==> config.mk <==
export PLATFORM = sky130hd
export DESIGN_NAME = lsu_mem_master_flat
export DESIGN_NICKNAME = d
export VERILOG_FILES = /design/src/rtl/lsu_pkg.sv /design/src/rtl/lsu_mem_master_if.sv /design/src/rtl/lsu_align.sv /design/src/rtl/lsu_mem_master.sv /design/src/flat_wrapper.sv
export SDC_FILE = /design/constraint.sdc
export NUM_CORES = 1
export LEC_CHECK = 0
export CAP_MARGIN = 5
export CELL_PAD_IN_SITES_DETAIL_PLACEMENT = 1
export CELL_PAD_IN_SITES_GLOBAL_PLACEMENT = 2
export CORE_UTILIZATION = 24
export DETAILED_ROUTE_END_ITERATION = 8
export PLACE_DENSITY = 0.84
export SETUP_SLACK_MARGIN = 0.05
export SKIP_LAST_GASP = 1
export SYNTH_ARGS = -nofsm -noshare
export SYNTH_HDL_FRONTEND = slang
export SYNTH_SLANG_ARGS = --single-unit
==> constraint.sdc <==
create_clock -name clock -period 2.88 [get_ports clock]
set_input_delay 0.864 -clock clock [delete_from_list [all_inputs] [get_ports clock]]
set_output_delay 0.864 -clock clock [all_outputs]
set_load 0.02 [all_outputs]
==> src/rtl/lsu_pkg.sv <==
// Shared types for the load/store unit memory master: access sizes,
// FSM states and the alignment legality check.
package lsu_pkg;

   typedef enum logic [1:0] {
      SZ_B   = 2'd0,
      SZ_H   = 2'd1,
      SZ_W   = 2'd2,
      SZ_RSV = 2'd3
   } size_e;

   typedef enum logic [1:0] {
      IDLE   = 2'd0,
      ACCESS = 2'd1,
      RESP   = 2'd2
   } state_e;

   // A request is illegal for the reserved size or when it is not
   // naturally aligned to its own width.
   function automatic logic is_illegal(input size_e size, input logic [1:0] offs);
      logic bad;
      case (size)
         SZ_B:    bad = 1'b0;
         SZ_H:    bad = offs[0];
         SZ_W:    bad = (offs != 2'b00);
         default: bad = 1'b1;
      endcase
      return bad;
   endfunction

endpackage

==> src/rtl/lsu_mem_master_if.sv <==
// Pipeline request/response handshake plus the memory read/write ports.
// The master modport is the LSU side; slave is the pipeline/memory side.
interface lsu_mem_master_if;

   logic        req_valid;
   logic        req_ready;
   logic        req_wen;
   logic [31:0] req_addr;
   logic [31:0] req_wdata;
   logic [1:0]  req_size;
   logic        req_unsigned;

   logic        resp_valid;
   logic        resp_ready;
   logic [31:0] resp_rdata;
   logic        resp_err;

   logic        mem_ren;
   logic [31:0] mem_raddr;
   logic [31:0] mem_rdata;
   logic        mem_wen;
   logic [31:0] mem_waddr;
   logic [31:0] mem_wdata;
   logic [3:0]  mem_wmask;

   modport master (
      input  req_valid, req_wen, req_addr, req_wdata, req_size, req_unsigned,
      output req_ready,
      output resp_valid, resp_rdata, resp_err,
      input  resp_ready,
      output mem_ren, mem_raddr,
      input  mem_rdata,
      output mem_wen, mem_waddr, mem_wdata, mem_wmask
   );

   modport slave (
      output req_valid, req_wen, req_addr, req_wdata, req_size, req_unsigned,
      input  req_ready,
      input  resp_valid, resp_rdata, resp_err,
      output resp_ready,
      input  mem_ren, mem_raddr,
      output mem_rdata,
      input  mem_wen, mem_waddr, mem_wdata, mem_wmask
   );

endinterface

==> src/rtl/lsu_align.sv <==
// Byte-lane alignment: store data replication and byte mask, and load
// data extraction with sign/zero extension. Purely combinational.
module lsu_align
   import lsu_pkg::*;
(
   input  logic [1:0]  offs,
   input  size_e       size,
   input  logic        uns,
   input  logic [31:0] wdata_raw,
   input  logic [31:0] rdata_raw,
   output logic [3:0]  wmask,
   output logic [31:0] wdata,
   output logic [31:0] rdata
);

   logic [31:0] shifted;

   assign shifted = rdata_raw >> {offs, 3'b000};

   // Store lanes: replicate narrow data across the word and select lanes by offset.
   always_comb begin
      wmask = 4'b0000;
      wdata = 32'h0;
      case (size)
         SZ_B: begin
            wmask = 4'b0001 << offs;
            wdata = {4{wdata_raw[7:0]}};
         end
         SZ_H: begin
            wmask = 4'b0011 << offs;
            wdata = {2{wdata_raw[15:0]}};
         end
         SZ_W: begin
            wmask = 4'b1111;
            wdata = wdata_raw;
         end
         default: begin
            wmask = 4'b0000;
            wdata = 32'h0;
         end
      endcase
   end

   // Load lanes: right-align the addressed lane, then extend; word loads ignore uns.
   always_comb begin
      rdata = 32'h0;
      case (size)
         SZ_B:    rdata = uns ? {24'h0, shifted[7:0]}  : {{24{shifted[7]}}, shifted[7:0]};
         SZ_H:    rdata = uns ? {16'h0, shifted[15:0]} : {{16{shifted[15]}}, shifted[15:0]};
         SZ_W:    rdata = shifted;
         default: rdata = 32'h0;
      endcase
   end

endmodule

==> src/rtl/lsu_mem_master.sv <==
// Single-outstanding load/store master: accepts one pipeline request,
// issues a one-cycle memory strobe, and holds the response until consumed.
module lsu_mem_master
   import lsu_pkg::*;
(
   input  logic             clock,
   input  logic             reset,
   lsu_mem_master_if.master bus
);

   state_e      state;
   state_e      state_next;
   logic        run;
   logic        accept;
   logic        illegal;

   logic        wen_q;
   logic [31:0] addr_q;
   logic [31:0] wdata_q;
   size_e       size_q;
   logic        uns_q;

   logic [31:0] rdata_q;
   logic        err_q;

   logic [3:0]  wmask_al;
   logic [31:0] wdata_al;
   logic [31:0] rdata_fmt;
   logic        in_access;

   assign accept    = bus.req_valid && bus.req_ready;
   assign illegal   = is_illegal(size_e'(bus.req_size), bus.req_addr[1:0]);
   assign in_access = (state == ACCESS);

   lsu_align u_align (
      .offs      (addr_q[1:0]),
      .size      (size_q),
      .uns       (uns_q),
      .wdata_raw (wdata_q),
      .rdata_raw (bus.mem_rdata),
      .wmask     (wmask_al),
      .wdata     (wdata_al),
      .rdata     (rdata_fmt)
   );

   // State register; reset forces IDLE immediately, killing any strobe.
   always_ff @(posedge clock or negedge reset) begin
      if (!reset) state <= IDLE;
      else        state <= state_next;
   end

   // Holds req_ready low through reset and until the first edge after release.
   always_ff @(posedge clock or negedge reset) begin
      if (!reset) run <= 1'b0;
      else        run <= 1'b1;
   end

   // Next-state: illegal requests skip the memory access entirely.
   always_comb begin
      state_next = state;
      case (state)
         IDLE:    if (accept) state_next = illegal ? RESP : ACCESS;
         ACCESS:  state_next = RESP;
         RESP:    if (bus.resp_ready) state_next = IDLE;
         default: state_next = IDLE;
      endcase
   end

   // Request fields are captured on accept and only used while busy.
   always_ff @(posedge clock) begin
      if (accept) begin
         wen_q   <= bus.req_wen;
         addr_q  <= bus.req_addr;
         wdata_q <= bus.req_wdata;
         size_q  <= size_e'(bus.req_size);
         uns_q   <= bus.req_unsigned;
      end
   end

   // Response register: error decided at accept, load data captured at end of ACCESS.
   always_ff @(posedge clock or negedge reset) begin
      if (!reset) begin
         rdata_q <= 32'h0;
         err_q   <= 1'b0;
      end else if (accept) begin
         rdata_q <= 32'h0;
         err_q   <= illegal;
      end else if (in_access && !wen_q) begin
         rdata_q <= rdata_fmt;
      end
   end

   assign bus.req_ready  = run && (state == IDLE);
   assign bus.resp_valid = (state == RESP);
   assign bus.resp_rdata = rdata_q;
   assign bus.resp_err   = err_q;

   assign bus.mem_ren   = in_access && !wen_q;
   assign bus.mem_wen   = in_access && wen_q;
   assign bus.mem_raddr = bus.mem_ren ? {addr_q[31:2], 2'b00} : 32'h0;
   assign bus.mem_waddr = bus.mem_wen ? {addr_q[31:2], 2'b00} : 32'h0;
   assign bus.mem_wdata = bus.mem_wen ? wdata_al : 32'h0;
   assign bus.mem_wmask = bus.mem_wen ? wmask_al : 4'b0000;

endmodule

==> src/flat_wrapper.sv <==
// flat-port wrapper written by rule: the top's interface ports become plain ports
module lsu_mem_master_flat import lsu_pkg::*;
  (clock, reset, bus_req_valid, bus_req_wen, bus_req_addr, bus_req_wdata, bus_req_size, bus_req_unsigned, bus_req_ready, bus_resp_valid, bus_resp_rdata, bus_resp_err, bus_resp_ready, bus_mem_ren, bus_mem_raddr, bus_mem_rdata, bus_mem_wen, bus_mem_waddr, bus_mem_wdata, bus_mem_wmask);
  lsu_mem_master_if bus_i ();
  input  logic clock;
  input  logic reset;
  input wire logic [$bits(bus_i.req_valid)-1:0] bus_req_valid;
  input wire logic [$bits(bus_i.req_wen)-1:0] bus_req_wen;
  input wire logic [$bits(bus_i.req_addr)-1:0] bus_req_addr;
  input wire logic [$bits(bus_i.req_wdata)-1:0] bus_req_wdata;
  input wire logic [$bits(bus_i.req_size)-1:0] bus_req_size;
  input wire logic [$bits(bus_i.req_unsigned)-1:0] bus_req_unsigned;
  output wire logic [$bits(bus_i.req_ready)-1:0] bus_req_ready;
  output wire logic [$bits(bus_i.resp_valid)-1:0] bus_resp_valid;
  output wire logic [$bits(bus_i.resp_rdata)-1:0] bus_resp_rdata;
  output wire logic [$bits(bus_i.resp_err)-1:0] bus_resp_err;
  input wire logic [$bits(bus_i.resp_ready)-1:0] bus_resp_ready;
  output wire logic [$bits(bus_i.mem_ren)-1:0] bus_mem_ren;
  output wire logic [$bits(bus_i.mem_raddr)-1:0] bus_mem_raddr;
  input wire logic [$bits(bus_i.mem_rdata)-1:0] bus_mem_rdata;
  output wire logic [$bits(bus_i.mem_wen)-1:0] bus_mem_wen;
  output wire logic [$bits(bus_i.mem_waddr)-1:0] bus_mem_waddr;
  output wire logic [$bits(bus_i.mem_wdata)-1:0] bus_mem_wdata;
  output wire logic [$bits(bus_i.mem_wmask)-1:0] bus_mem_wmask;
  assign bus_i.req_valid = bus_req_valid;
  assign bus_i.req_wen = bus_req_wen;
  assign bus_i.req_addr = bus_req_addr;
  assign bus_i.req_wdata = bus_req_wdata;
  assign bus_i.req_size = bus_req_size;
  assign bus_i.req_unsigned = bus_req_unsigned;
  assign bus_req_ready = bus_i.req_ready;
  assign bus_resp_valid = bus_i.resp_valid;
  assign bus_resp_rdata = bus_i.resp_rdata;
  assign bus_resp_err = bus_i.resp_err;
  assign bus_i.resp_ready = bus_resp_ready;
  assign bus_mem_ren = bus_i.mem_ren;
  assign bus_mem_raddr = bus_i.mem_raddr;
  assign bus_i.mem_rdata = bus_mem_rdata;
  assign bus_mem_wen = bus_i.mem_wen;
  assign bus_mem_waddr = bus_i.mem_waddr;
  assign bus_mem_wdata = bus_i.mem_wdata;
  assign bus_mem_wmask = bus_i.mem_wmask;
  lsu_mem_master u_core (.clock(clock), .reset(reset), .bus(bus_i));
endmodule
==> flow_metrics.tcl, run 1 <==
set metrics [dict create \
    initial_core_util 0.2464 \
    grt-ovfl-total 0 \
    crit_chain "buf_4 -> nor3b_2 -> clkdlybuf4s50_1" \
    drive_gt1_frac 0.09445 \
    firstDrtPassIters 5 \
    ys_seq_elements 104 \
    finalMaxSlewViolations 0 \
    hold_ws_ns 0.4951 \
    core_um2 20360 \
    min_to "u_core.bus.resp_rdata[10]" \
    ys_types 38 \
    yosys-top-cells-area "edfxtp_1 41%, dfrtp_1 18%, and3_1 4.7%" \
    hold_path.startpoint "u_core.bus.resp_rdata[10]" \
    cap_violations 0 \
    critPathKind "flip-flop to output pin" \
    yosysTopAreaCell "edfxtp_1" \
    arrival_ns 1.89 \
    p_seq_frac 0.484 \
    design_area_um2 7974 \
    finalCritPeriodShare 0.9578 \
    cp_max_fo 3 \
    dr_total_vias 4408 \
    ys_warn_count 0 \
    fin_crit_ns 2.758 \
    synth_edf_count 68 \
    drc 0 \
    yosysMostFrequentCell "edfxtp_1" \
    clkPwrFrac 0.340 \
    p_per_area_nw_per_um2 452.5 \
    cts_hold_buffers 0 \
    pwr-share-comb 0.176 \
    synth_top_area_frac 0.4070 \
    grt_pass1_wl_mm 27.64 \
    setup_tns_ns 0 \
    cts_inserted_buffers 9 \
    r2r_cells 5 \
    r2r_slack_ns 0.61 \
    numPortBuffers 236 \
    cts_buffer_depth 2 \
    dpl.hpwl_mm 13.01 \
    die_w_um 146.6 \
    worstPathRequired_ns 2.02 \
    hold_depth 2 \
    critPathLaunch "u_core.state[1]" \
    rsz0062_at_grt "no" \
    postSynthCellCount 432 \
    insertion_delay_ns 0.35 \
    routedWlPerCell_um 18.86 \
    swShare 0.2762 \
    seq_area_frac_synth 0.5865 \
    max_stage_delay_ns 0.67 \
    cts.sinks 104 \
    avgSynthCellArea_um2 11.61 \
    antenna_found_initial 4 \
    cp_num_buf_inv 2 \
    power.internal_mw 2.612 \
    cpMaxStageDelayCell "clkdlybuf4s50_1" \
    synthFlopType "edfxtp_1" \
    start_kind "flip-flop" \
    hold_path_class "flip-flop to flip-flop" \
    die_h_um 146.6 \
    clkTransAtPathRegs_ns 0.08 \
    cts_tree "yes" \
    rr_endpoint "u_core.wdata_q[9]" \
    grt_max_degree 71 \
    slew-limit-headroom 0.3511 \
    drt_iter0_drc 141 \
    timing.rr.start "u_core.state[1]" \
    hold_viol_final 0 \
    num-nets-final 766 \
    fin_skew_ns 0.009552 \
    grt_pass1_vias 4800 \
    endpoint_kind "output pin" \
    power_mw 3.608 \
    rows 52 \
    grtUsageTotal 0.1662 \
    gp_congestion 0.7836 \
    placed_area_um2 7677 \
    cpLargestDelayFamily "buffers and inverters" \
    io_pins 241 \
    final-setup-viol-count 0 \
    ant_nets 0 \
    syn-cell-area_um2 5017 \
    cts-root-buf "clkbuf_16" \
    tightest_slew_ns 0.9723 \
    max_freq_ghz 0.3625 \
    async_flop_share 0.3462 \
    area_growth_pct 58.93 \
    synth_common_cells "68 x edfxtp_1, 48 x nand2_1, 38 x and3_1, 36 x dfrtp_1, 34 x a21oi_1" \
    run_status "completed" \
    power.leakage_nw 3.941 \
    h-tree-depth 3 \
    p_switching_mw 0.9964 \
    fillers 2254 \
    wl_mm 17.69 \
    dieArea_um2 21490 \
    peakVddDrop_mv 0.2801 \
    vias_per_cell 4.699 \
]
-- worst max path at each step --
stage	to	depth (start not counted)
after detailed placement	u_core.bus.resp_rdata[14]	7
final	bus_req_ready	3
after CTS	bus_mem_waddr[25]	4
after global routing	bus_mem_raddr[21]	5
after floorplan	u_core.bus.resp_rdata[18]	6
after global placement	u_core.bus.resp_rdata[13]	7
-- sequential cells by signal, indices dropped and copies added, names as in the netlist --
register and cells:
u_core.wdata_q 32, u_core.addr_q 32, u_core.uns_q 1, u_core.bus.resp_err 1
u_core.bus.resp_rdata 32, u_core.wen_q 1, u_core.run 1, u_core.size_q 2
u_core.state 2
-- metrics by stage --
step | worst slack [ns] | util | instances
final | 0.1216 | 0.3916 | 938
after global routing | 0.04930 | 0.3914 | 937
after CTS | -0.01319 | 0.3876 | 937
after detailed placement | 0.1150 | 0.3770 | 921
after global placement | 0.1857 | 0.3770 | 921
after floorplan | 0.2172 | - | 435
-- what timing repair did --
item / CTS / global route
resized for setup: 73 / 38
hold endpoints to repair: 0 / 0
pin swaps: 0 / 0
buffers inserted: 0 / 0
endpoints found under the setup margin: 97 / 35
-- power groups by stage --
stage | registers (mW) | clock network [mW] | logic [mW]
5_1_grt | 1.76 | 1.32 | 0.688
3_5_place_dp | 1.78 | 0 | 0.654
2_1_floorplan | 1.80 | 0 | 0.259
6_report | 1.75 | 1.23 | 0.635
4_1_cts | 1.75 | 1.27 | 0.647
3_3_place_gp | 1.77 | 0 | 0.641
-- worst min-delay path: stages (launching register included) --
cell and delay [ns]:
dfrtp_1 0.35, nand2_1 0.05, o21ai_0 0.06
-- routing by layer --
metal | wire length [um] | track usage | part of all wire
met1 | 7059 | 0.1895 | 0.40
met2 | 8683 | 0.2865 | 0.49
met4 | 406 | 0.05833 | 0.023
met5 | 27 | 0 | 0.0015
met3 | 1516 | 0.05813 | 0.086
-- final cells by class --
cell class                 count  area [um^2]  area share
antenna                        1        2.502   0.0003138
clock buffer                   9        225.2     0.02824
clock inverter                 7        60.06    0.007532
inverter                       5        18.77    0.002354
multi-input combinational    288         1868      0.2343
sequential                   104         2943      0.3691
tap                          270        337.8     0.04237
timing repair buffer         254         2519      0.3159
-- layout by cell type, fill, tap and decap left out, drive strengths merged, types with 25 or more instances in the layout --
| cell | count |
|---|---|
| a21oi | 34 |
| dlygate4sd2 | 62 |
| o21ai | 25 |
| nand2 | 48 |
| and2 | 30 |
| edfxtp | 68 |
| and3 | 38 |
| clkdlybuf4s50 | 138 |
| dfrtp | 36 |
| dlymetal6s2s | 29 |
-- cells by family (layout without fill, tap and decap cells) --
logic type	count (synthesis)	count (layout)	share of synthesized area
other	2	6	0.001497
DFF	104	104	0.5865
buffers and inverters	43	275	0.04588
and+or+nand+nor	158	158	0.1711
muxes	33	33	0.07381
AOI/OAI and AO/OA	91	91	0.1195
xor gates and xnor gates	1	1	0.001746
Power figures use the tool's default switching activity.
==> run 2, diff against run 1 <==
RECOVER_POWER = 25   (was default)
==> flow_metrics.tcl, run 2 (synthesis gave the netlist of run 1 again) <==
set metrics [dict create \
    run_status "finished with violations" \
    violations "capacitance limit, slew limit" \
    cp_max_fo 3 \
    dieArea_um2 21490 \
    cts_buffer_depth 2 \
    finalCritPeriodShare 0.9566 \
    drive_gt1_frac 0.09295 \
    routedWlPerCell_um 18.74 \
    start_kind "flip-flop" \
    hold_viol_final 0 \
    critPathKind "flip-flop to output pin" \
    endpoint_kind "output pin" \
    firstDrtPassIters 6 \
    drt_iter0_drc 147 \
    wl_met1_mm 7.079 \
    cp_num_buf_inv 2 \
    max_freq_ghz 0.3630 \
    grtUsageTotal 0.1662 \
    rows 52 \
    num-nets-final 766 \
    insertion_delay_ns 0.35 \
    grt_pass1_wl_mm 27.64 \
    dpl.hpwl_mm 13.01 \
    die_h_um 146.6 \
    hold_ws_ns 0.4951 \
    cts-root-buf "clkbuf_16" \
    max_stage_delay_ns 0.67 \
    dr_total_vias 4393 \
    grt_pass1_vias 4800 \
    grt-ovfl-total 0 \
    antenna_found_initial 8 \
    ant_nets 0 \
    clkTransAtPathRegs_ns 0.08 \
    die_w_um 146.6 \
    io_pins 241 \
    wl_mm 17.63 \
    h-tree-depth 3 \
    dr_wl_met2_mm 8.664 \
    cts.sinks 104 \
    finalMaxSlewViolations 37 \
    area_growth_pct 59.05 \
    numPortBuffers 236 \
    placed_area_um2 7677 \
    final_common_cell "clkdlybuf4s50_1" \
    arrival_ns 1.89 \
    worstPathRequired_ns 2.02 \
    cts_hold_buffers 0 \
    cpLargestDelayFamily "buffers and inverters" \
    final-setup-viol-count 0 \
    rsz0062_at_grt "no" \
    power_mw 3.587 \
    final_cell_mix "70 x clkdlybuf4s50_1, 68 x dlygate4sd3_1, 68 x edfxtp_1, 62 x dlygate4sd2_1, 47 x nand2_1" \
    tightest_slew_ns 2.037 \
    crit_chain "buf_4 -> nor3b_2 -> clkdlybuf4s50_1" \
    p_per_area_nw_per_um2 449.5 \
    vias_per_cell 4.668 \
    cpMaxStageDelayCell "clkdlybuf4s50_1" \
    core_um2 20360 \
    initial_core_util 0.2464 \
    hold_path_class "flip-flop to flip-flop" \
    peakVddDrop_mv 0.2787 \
    cts_tree "yes" \
    power.leakage_nw 3.956 \
    cap_violations 1 \
    grt_max_degree 71 \
    drc 0 \
    dr.max_layer_used "met5" \
    cts_inserted_buffers 9 \
    routed-wl-met3_mm 1.440 \
    gp_congestion 0.7836 \
    post_cts_buffers 0 \
    design_area_um2 7980 \
    fin_skew_ns 0.01015 \
    slew-limit-headroom -0.3580 \
    fin_crit_ns 2.755 \
]
## run 2: cell count changes in the layout (fill, tap and decap cells not counted), sizes merged
cell,change
dlygate4sd3,+68
diode,+3
clkdlybuf4s50,-68
buf,-1
clkbuf,+1
## run 2: through the flow
stage | instances | setup TNS [ns] | util | setup slack [ns]
finish | 941 | 0 | 0.3919 | 0.1250
global route | 939 | 0 | 0.3916 | 0.04930
CTS | 937 | -0.01319 | 0.3876 | -0.01319
detailed placement | 921 | 0 | 0.3770 | 0.1150
global placement | 921 | 0 | 0.3770 | 0.1857
floorplan | 435 | 0 | - | 0.2172
## run 2: area by class of cell
type | instances | area, um^2
antenna | 4 | 10.01
clock buffer | 9 | 225.2
clock inverter | 7 | 60.06
fill | 2252 | 12380
inverter | 5 | 18.77
multi-input combinational | 288 | 1868
sequential | 104 | 2943
tap | 270 | 337.8
timing repair buffer | 254 | 2517
## run 2: final timing paths
path | start | endpoint | slack (ns) | depth (start not counted)
worst max-delay path | u_core.state[1] | bus_req_ready | 0.13 | 3
worst min-delay path | u_core.bus.resp_rdata[10] | u_core.bus.resp_rdata[10] | 0.50 | 2
worst max register to register | u_core.state[1] | u_core.wdata_q[9] | 0.61 | 5
worst min register to register | u_core.bus.resp_rdata[10] | u_core.bus.resp_rdata[10] | 0.50 | 2
max in group asynchronous | reset | u_core.bus.resp_rdata[24] | 0.62 | 1
min in group asynchronous | reset | u_core.bus.resp_rdata[5] | 1.09 | 1
## run 2: timing repair
action                                  4_1_cts  5_1_grt
cloned                                        0        0
hold endpoints to repair                      0        0
endpoints found under the setup margin       97       35
resized for setup                            73       38
## run 2: power by group
part / switching [mW] / internal, mW
clock network: 0.619 / 0.605
registers: 0.0479 / 1.70
logic: 0.327 / 0.290
## run 2: worst min-delay path, delay by kind of cell, from the launching register on
family / cells / cell delay (ns)
flip-flops: 1 / 0.35
AO/OA/AOI/OAI: 1 / 0.06
AND/OR/NAND/NOR: 1 / 0.05
## run 2: metal layers
metal | up-vias | GRT usage
met1 | 2148 | 0.1895
met5 | - | 0
li1 | 2027 | -
met4 | 8 | 0.05833
met3 | 33 | 0.05813
met2 | 177 | 0.2865
==> run 3, diff against run 2 <==
ABC_AREA = 1   (was default)
CAP_MARGIN = 20   (was 5)
CORE_UTILIZATION = 22   (was 24)
CTS_BUF_LIST = sky130_fd_sc_hd__clkbuf_4 sky130_fd_sc_hd__clkbuf_8 sky130_fd_sc_hd__clkbuf_16   (was default)
==> flow_metrics.tcl, run 3 <==
set metrics [dict create \
    wl_mm 19.36 \
    dpl.hpwl_mm 14.26 \
    power_mw 3.647 \
    cts_buffer_depth 2 \
    timing.rr.start "u_core.size_q[1]" \
    ys_types 22 \
    yosysTopAreaCell "edfxtp_1" \
    final-setup-viol-count 0 \
    r2r_cells 9 \
    seq_area_frac_synth 0.5692 \
    r2r_slack_ns 1.02 \
    grt-ovfl-total 0 \
    insertion_delay_ns 0.35 \
    synthFlopType "edfxtp_1" \
    rr_endpoint "u_core.bus.resp_rdata[12]" \
    fin_crit_ns 2.727 \
    tightest_slew_ns 1.027 \
    postSynthCellCount 625 \
    initial_core_util 0.2263 \
    core_um2 22850 \
    clkTransAtPathRegs_ns 0.08 \
    grt_pass1_wl_mm 30.30 \
    rows 55 \
    p_per_area_nw_per_um2 459.3 \
    peakVddDrop_mv 0.2569 \
    max_freq_ghz 0.3667 \
    finalMaxSlewViolations 0 \
    start_kind "flip-flop" \
    grtUsageTotal 0.1647 \
    final_cell_mix "239 x nand2_1, 72 x nor2_1, 70 x clkdlybuf4s50_1, 68 x dlygate4sd3_1, 68 x edfxtp_1" \
    run_status "completed" \
    area_growth_pct 53.56 \
    rsz0062_at_grt "yes" \
    numPortBuffers 236 \
    hold_viol_final 0 \
    num-nets-final 964 \
    avgSynthCellArea_um2 8.272 \
    ant_nets 0 \
    critPathKind "flip-flop to output pin" \
    drt_iter0_drc 183 \
    vias_per_cell 4.278 \
    grt_pass1_vias 5498 \
    stdcell_count 1183 \
    antenna_found_initial 5 \
    die_w_um 155.3 \
    hold_path_class "flip-flop to flip-flop" \
    cts_inserted_buffers 9 \
    cts.sinks 104 \
    io_pins 241 \
    yosysMostFrequentCell "nand2_1" \
    dr_total_vias 5061 \
    slew-limit-headroom 0.3153 \
    design_area_um2 7939 \
    endpoint_kind "output pin" \
    worstPathRequired_ns 2.02 \
    placed_cells 1159 \
    fin_skew_ns 0.008060 \
    power.leakage_nw 3.931 \
    endpoint "bus_mem_wdata[24]" \
    ys_warn_count 0 \
    async_flop_share 0.3462 \
    synth_common_cells "239 x nand2_1, 73 x nor2_1, 68 x edfxtp_1, 58 x nand3_1, 57 x inv_1" \
    firstDrtPassIters 4 \
    gp_congestion 0.8010 \
    h-tree-depth 3 \
    cts_tree "yes" \
    synth_top_area_frac 0.3950 \
    ys_seq_elements 104 \
    critPathLaunch "u_core.size_q[1]" \
    dieArea_um2 24120 \
    grt_max_degree 54 \
    cap_violations 0 \
    drc 0 \
    final_common_cell "nand2_1" \
    yosys-top-cells-area "edfxtp_1 39%, dfrtp_1 17%, nand2_1 17%" \
    die_h_um 155.3 \
    synth_edf_count 68 \
    drive_gt1_frac 0.1260 \
    placed_area_um2 7873 \
    finalCritPeriodShare 0.9470 \
    arrival_ns 1.86 \
    syn-cell-area_um2 5170 \
    cts-root-buf "clkbuf_16" \
    routedWlPerCell_um 16.36 \
    cp_max_fo 16 \
    cts_hold_buffers 0 \
]
## run 3: cell types whose count changed after synthesis, sizes merged, moves of 15 or more
cell and delta:
clkbuf -15, nand3 +61, and3 -38, nor2 +56
mux2i -16, nand2 +192, mux2 -16, inv +59
and2 -30, a221o -17
## run 3: how the worst min path moves through the flow
stage | start | endpoint | slack [ns] | cells after the start
detailed placement | u_core.bus.resp_rdata[9] | u_core.bus.resp_rdata[9] | 0.47 | 2
CTS | u_core.bus.resp_rdata[9] | u_core.bus.resp_rdata[9] | 0.49 | 2
global placement | u_core.bus.resp_rdata[11] | u_core.bus.resp_rdata[11] | 0.46 | 2
floorplan | u_core.state[0] | u_core.state[1] | 0.53 | 2
global route | u_core.bus.resp_rdata[9] | u_core.bus.resp_rdata[9] | 0.50 | 2
finish | u_core.bus.resp_rdata[9] | u_core.bus.resp_rdata[9] | 0.48 | 2
## run 3: worst max-delay path, stage by stage, from the launching register on
cell             delay [ns]
edfxtp_1               0.49
buf_6                  0.18
nand2_4                0.09
inv_1                  0.08
buf_12                 0.15
nand2_1                0.06
nand3_1                0.06
nand2_1                0.06
inv_1                  0.04
clkdlybuf4s15_1        0.29
## run 3: logic make-up after synthesis
kind of cell / count (synthesis) / share of synthesized area
buffers and inverters: 99 / 0.09027
flip-flops: 104 / 0.5692
other: 2 / 0.001453
AO/OA/AOI/OAI: 36 / 0.03485
AND/OR/NAND/NOR: 384 / 0.3042
## run 3: cell type report
cell class | count | area, um^2
Clock buffer | 9 | 225.2
Clock inverter | 7 | 73.82
Timing Repair Buffer | 257 | 2257
Multi-Input combinational cell | 425 | 1794
Tap cell | 313 | 391.6
Sequential cell | 104 | 2943
Antenna cell | 5 | 12.51
Fill cell | 2773 | 14910
Inverter | 63 | 241.5
## run 3: what timing repair did
| item | 4_1_cts | 5_1_grt |
|---|---|---|
| pin swaps | 1 | 0 |
| setup buffers | 3 | 0 |
| gates resized for setup | 122 | 93 |
| setup endpoints to repair | 97 | 60 |
## run 3: metrics by stage
stage | setup TNS [ns] | utilization | worst slack (ns) | hold slack [ns]
global route | 0 | 0.3473 | 0.009588 | 0.5017
finish | 0 | 0.3475 | 0.1527 | 0.4808
global placement | 0 | 0.3446 | 0.03785 | 0.4589
CTS | -0.1788 | 0.3554 | -0.1788 | 0.4892
detailed placement | 0 | 0.3446 | 0.02774 | 0.4684
floorplan | 0 | - | 0.1322 | 0.5314
## run 3: where the power goes
group	leakage (nW)	switching, mW	total, mW	internal (mW)
clock	0.147	0.648	1.26	0.616
combinational	2.66	0.372	0.644	0.271
sequential	1.12	0.0431	1.74	1.70
## run 3: per-layer routing
| metal | global-route usage | vias to the layer above | part of all wire |
|---|---|---|---|
| met5 | 0 | - | 0.00052 |
| met4 | 0.06116 | 2 | 0.020 |
| met3 | 0.05125 | 23 | 0.077 |
| met2 | 0.2827 | 192 | 0.48 |
| met1 | 0.1924 | 2415 | 0.42 |
| li1 | - | 2429 | - |
